===== config.mk =====
export PLATFORM = sky130hd
export DESIGN_NAME = rr_lane_arbiter_64
export DESIGN_NICKNAME = d
export VERILOG_FILES = /design/src/rtl/rr_lane_arbiter_64.sv
export SDC_FILE = /design/constraint.sdc
export NUM_CORES = 1
export LEC_CHECK = 0
export CORE_ASPECT_RATIO = 0.9
export CORE_MARGIN = 2
export CORE_UTILIZATION = 53
export DETAILED_ROUTE_END_ITERATION = 12
export PLACE_DENSITY = 0.84
export RECOVER_POWER = 100
export REMOVE_ABC_BUFFERS = 1
export SETUP_SLACK_MARGIN = 0.3
export SYNTH_ARGS = -nofsm -noshare
export SYNTH_HDL_FRONTEND = slang
export SYNTH_SLANG_ARGS = --single-unit
export TNS_END_PERCENT = 10

===== constraint.sdc =====
create_clock -name clk -period 6.99 [get_ports clk]
set_input_delay 2.097 -clock clk [delete_from_list [all_inputs] [get_ports clk]]
set_output_delay 2.097 -clock clk [all_outputs]
set_load 0.01 [all_outputs]

===== src/rtl/rr_lane_arbiter_64.sv =====
// rr_lane_arbiter_64
//   Round-robin arbiter sharing one downstream resource among 64 requesters.
//   A grant is held until the owner releases it, either with done or by
//   dropping its request. A hold watchdog forces release after MAX_HOLD
//   cycles. Every release is followed by at least one idle cycle.
// Ports:
//   clk       : system clock, rising edge
//   rst_n     : asynchronous active-low reset
//   req[63:0] : request vector, bit i = requester i
//   done      : owner release strobe, only looked at while a grant is active
//   gnt[63:0] : registered one-hot grant, zero when idle
//   gnt_idx   : binary index of the current or last winner
//   gnt_valid : high while a grant is active (equals |gnt)
//   timeout   : one-cycle pulse when the watchdog forces the release
module rr_lane_arbiter_64 #(
  parameter int N        = 64,
  parameter int IDXW     = 6,
  parameter int MAX_HOLD = 16,
  parameter int CW       = 8
) (
  input  logic            clk,
  input  logic            rst_n,
  input  logic [N-1:0]    req,
  input  logic            done,
  output logic [N-1:0]    gnt,
  output logic [IDXW-1:0] gnt_idx,
  output logic            gnt_valid,
  output logic            timeout
);

  typedef enum logic {IDLE, GRANT} state_t;

  localparam logic [CW-1:0] HOLD_LAST = CW'(MAX_HOLD - 1);

  state_t          state_q, state_d;
  logic [N-1:0]    gnt_q, gnt_d;
  logic [IDXW-1:0] gnt_idx_q, gnt_idx_d;
  logic            gnt_valid_q, gnt_valid_d;
  logic            timeout_q, timeout_d;
  logic [IDXW-1:0] ptr_q, ptr_d;
  logic [CW-1:0]   cnt_q, cnt_d;

  // Request vector rotated right by ptr, so bit 0 is the requester that
  // has the highest priority this round. Index arithmetic wraps in IDXW bits.
  logic [N-1:0] rot;
  for (genvar i = 0; i < N; i++) begin : g_rot
    assign rot[i] = req[IDXW'(i) + ptr_q];
  end

  // Lowest set bit of the rotated vector, encoded, then shifted back by ptr.
  logic [IDXW-1:0] off;
  logic [IDXW-1:0] win_idx;
  always_comb begin
    off = '0;
    for (int i = N - 1; i >= 0; i--) begin
      if (rot[i]) off = IDXW'(i);
    end
    win_idx = off + ptr_q;
  end

  // Release conditions while granted.
  logic rel_done, rel_wd, rel_to, rel;
  assign rel_done = done;
  assign rel_wd   = ~req[gnt_idx_q];
  assign rel_to   = (cnt_q == HOLD_LAST);
  assign rel      = rel_done | rel_wd | rel_to;

  always_comb begin
    state_d     = state_q;
    gnt_d       = gnt_q;
    gnt_idx_d   = gnt_idx_q;
    gnt_valid_d = gnt_valid_q;
    timeout_d   = 1'b0;
    ptr_d       = ptr_q;
    cnt_d       = cnt_q;
    case (state_q)
      IDLE: begin
        if (|req) begin
          gnt_d       = N'(1) << win_idx;
          gnt_idx_d   = win_idx;
          gnt_valid_d = 1'b1;
          ptr_d       = win_idx + IDXW'(1);
          cnt_d       = '0;
          state_d     = GRANT;
        end
      end
      GRANT: begin
        if (rel) begin
          gnt_d       = '0;
          gnt_valid_d = 1'b0;
          state_d     = IDLE;
          // Watchdog only claims the release when nothing else caused it.
          timeout_d   = rel_to & ~rel_done & ~rel_wd;
        end else begin
          cnt_d = cnt_q + CW'(1);
        end
      end
      default: state_d = IDLE;
    endcase
  end

  always_ff @(posedge clk or negedge rst_n) begin
    if (!rst_n) begin
      state_q     <= IDLE;
      gnt_q       <= '0;
      gnt_idx_q   <= '0;
      gnt_valid_q <= 1'b0;
      timeout_q   <= 1'b0;
      ptr_q       <= '0;
      cnt_q       <= '0;
    end else begin
      state_q     <= state_d;
      gnt_q       <= gnt_d;
      gnt_idx_q   <= gnt_idx_d;
      gnt_valid_q <= gnt_valid_d;
      timeout_q   <= timeout_d;
      ptr_q       <= ptr_d;
      cnt_q       <= cnt_d;
    end
  end

  assign gnt       = gnt_q;
  assign gnt_idx   = gnt_idx_q;
  assign gnt_valid = gnt_valid_q;
  assign timeout   = timeout_q;

endmodule


==> metrics.cfg <==
[clock_tree]
cts_tree = done
htree_levels = 3
postCtsHoldBufs = 0
cts_sinks = 87
insertion_delay_ns = 0.35
ctsLongestPathBuffers = 2
cts_buffers = 9
root_buffer = clkbuf_16
path_clk_slew_ns = 0.06

[synthesis]
synthTopCellsByCount = 220 x mux4_2, 128 x nand2_1, 87 x dfrtp_1
post_synth_main_area_contributors = mux4_2 40%, dfrtp_1 17%, mux2i_1 5.7%, nand2_1 3.9%, xnor2_1 3.0%
synth_cells = 1082
synth.avg_cell_area_um2 = 11.50
synth_edf_count = 0
yosys.area.top_type = mux4_2
yosys_warnings = 0
synth_top_area_share_pct = 39.82
async_flop_share_pct = 100.0
synthesis.area_um2 = 12440
ys_types = 67
synth_flop_cell = dfrtp_1
synth.most_common_cell = mux4_2
ys_seq_elements = 87
yosysSeqAreaShare_pct = 17.49

[run]
maxCapViolCount = 1

[die]
fp-row-count = 53
dieWidth_um = 165.5
die_area_um2 = 24720
core_area_um2 = 23210
start_util_pct = 53.62
fp.dieH_um = 149.4
num_io_pins = 139

[worst_setup_path]
cp.arrival_ns = 7.30
path_cells = buf_4, mux4_2, buf_4, mux4_2, mux4_2, or2_1, or3_1, o311a_1, o21ba_4, o31ai_4, a2111oi_2, buf_4, ha_4, inv_2, o21bai_1, a21oi_1, xnor2_1, inv_2, xnor2_4, buf_6, buf_12, buf_4, o21ai_2
required_ns = 7.25
critPathLaunchType = primary input
crit_type = in -> reg
crit_top_cell = buf_4
cpMaxStageDelayCell = mux4_2
path_max_fanout = 6
max_stage_delay_ns = 0.56
end_kind = register

[sta]
worst_slack_ns = -0.04880
layout_min_cycle_time_ns = 7.039
worst_pin_slew_ns = 1.968
grt_setup_unrepaired = yes
setup_viol = 30
maxSlewViolCount = 82
min_period_over_period_pct = 100.7
hold_violations = 0
max_freq_ghz = 0.1421
relSlewSlack_pct = -31.23
finClkSkew_ns = 0.009427

[route]
via_per_inst = 7.107
ant_nets = 0
wire_per_inst_um = 26.60
drtPass1Iterations = 6
drtIter0Drc = 1822
wl_mm = 46.71
drc = 0
vias = 12480

[placement]
hpwl_mm = 35.14
portBuffers = 138
place.gp.congestion = 1.086

[status]
status = finished with violations
violations = capacitance limit, slew limit, setup timing

[grt]
grt_start_max_net_pins = 82
antenna_found_initial = 0
grt_pass1_vias = 12290
grt.overflow.total = 0
grt.total_usage_pct = 37.97
grt_pass1_wl_mm = 71.02

[cells_and_area]
final_util_pct = 70.62
nFillCells = 1604
drive_above_1_share_pct = 48.11
nNetsFinal = 1546
area_growth_pct = 31.71

[min_path]
hold_path_class = reg -> reg

[logic make-up (layout without fill, tap and decap cells)]
group / after synthesis / after routing / synth area share (%)
mux: 322 / 322 / 48.81
flops: 87 / 87 / 17.49
simple gates: 292 / 292 / 11.38
buf+inv: 99 / 470 / 4.243
compound gates: 187 / 187 / 10.21
xor+xnor: 65 / 65 / 4.786
fa+ha+maj: 30 / 30 / 3.077
other cells: 0 / 1 / 0
[per-layer routing]
| metal | up-vias | track usage (%) | routed length [µm] |
|---|---|---|---|
| met1 | 6155 | 50.73 | 16530 |
| li1 | 5087 | - | - |
| met5 | - | 0 | 0 |
| met2 | 1010 | 58.53 | 21540 |
| met3 | 228 | 11.31 | 6112 |
| met4 | 0 | 15.04 | 2528 |
[final cells by class]
class / instances / area (µm²) / area share, %
multi-input combinational: 896 / 9965 / 60.79
timing repair buffer: 426 / 3485 / 21.26
antenna: 1 / 2.502 / 0.01527
sequential: 87 / 2186 / 13.34
inverter: 29 / 108.9 / 0.6641
tap: 302 / 377.9 / 2.305
clock buffer: 12 / 246.5 / 1.504
clock inverter: 3 / 20.02 / 0.1221
[worst max-delay path, delay by kind of cell]
family | cells | cell delay, ns
AOI/OAI and AO/OA | 7 | 1.38
and+or+nand+nor | 2 | 0.59
muxes | 3 | 1.54
buffers and inverters | 8 | 1.03
xor gates and xnor gates | 2 | 0.39
adders and majority gates | 1 | 0.25
[registers in the layout, summed over array words and instances (netlist names)]
signal	flops
gnt_idx	6
state_q	1
gnt_valid	1
timeout	1
gnt	64
ptr_q	6
cnt_q	8
[cell usage in the layout, fill, tap and decap left out, drive strengths merged, types with 10 or more instances in the layout]
cell type	count
buf	350
mux4	224
nand2	128
o21ai	94
dfrtp	87
mux2i	71
dlygate4sd3	71
xnor2	45
nor2	40
nand3	32
a21oi	29
ha	29
inv	29
mux2	27
nor4	22
xor2	20
clkbuf	15
nor2b	10
[per-stage QoR]
step	hold WS (ns)	setup slack [ns]	std cells	instance area, µm²	TNS (ns)
after CTS	0.4856	0.1874	1746	16140	0
after detailed placement	0.4650	-0.7399	1712	15860	-37.40
after floorplan	0.4638	-3.274	1012	12030	-216.36
after global routing	0.5042	-0.1716	1755	16390	-7.387
final	0.4769	-0.04880	1756	16390	-0.5990
after global placement	0.4625	-0.5335	1712	15860	-32.00
[what timing repair did]
action | 4_1_cts | 5_1_grt
pin swaps | 23 | 18
resized for setup | 305 | 69
endpoints found under the hold margin | 0 | 0
gates cloned | 2 | 0
setup buffers | 17 | 9
endpoints found under the setup margin | 73 | 68
[worst paths after layout]
kind | startpoint | to | slack, ns | depth (start not counted)
min reg2reg | gnt[50] | gnt[50] | 0.48 | 2
min in group asynchronous | rst_n | gnt[33] | 1.62 | 1
max reg2reg | ptr_q[1] | gnt[40] | 0.17 | 24
max | req[30] | gnt[40] | -0.05 | 23
max in group asynchronous | rst_n | ptr_q[0] | 2.89 | 2
min | gnt[50] | gnt[50] | 0.48 | 2
Power is left out: the tool's default activity adds up to more than one toggle a clock period on the data nets, which glitch-free logic cannot reach.
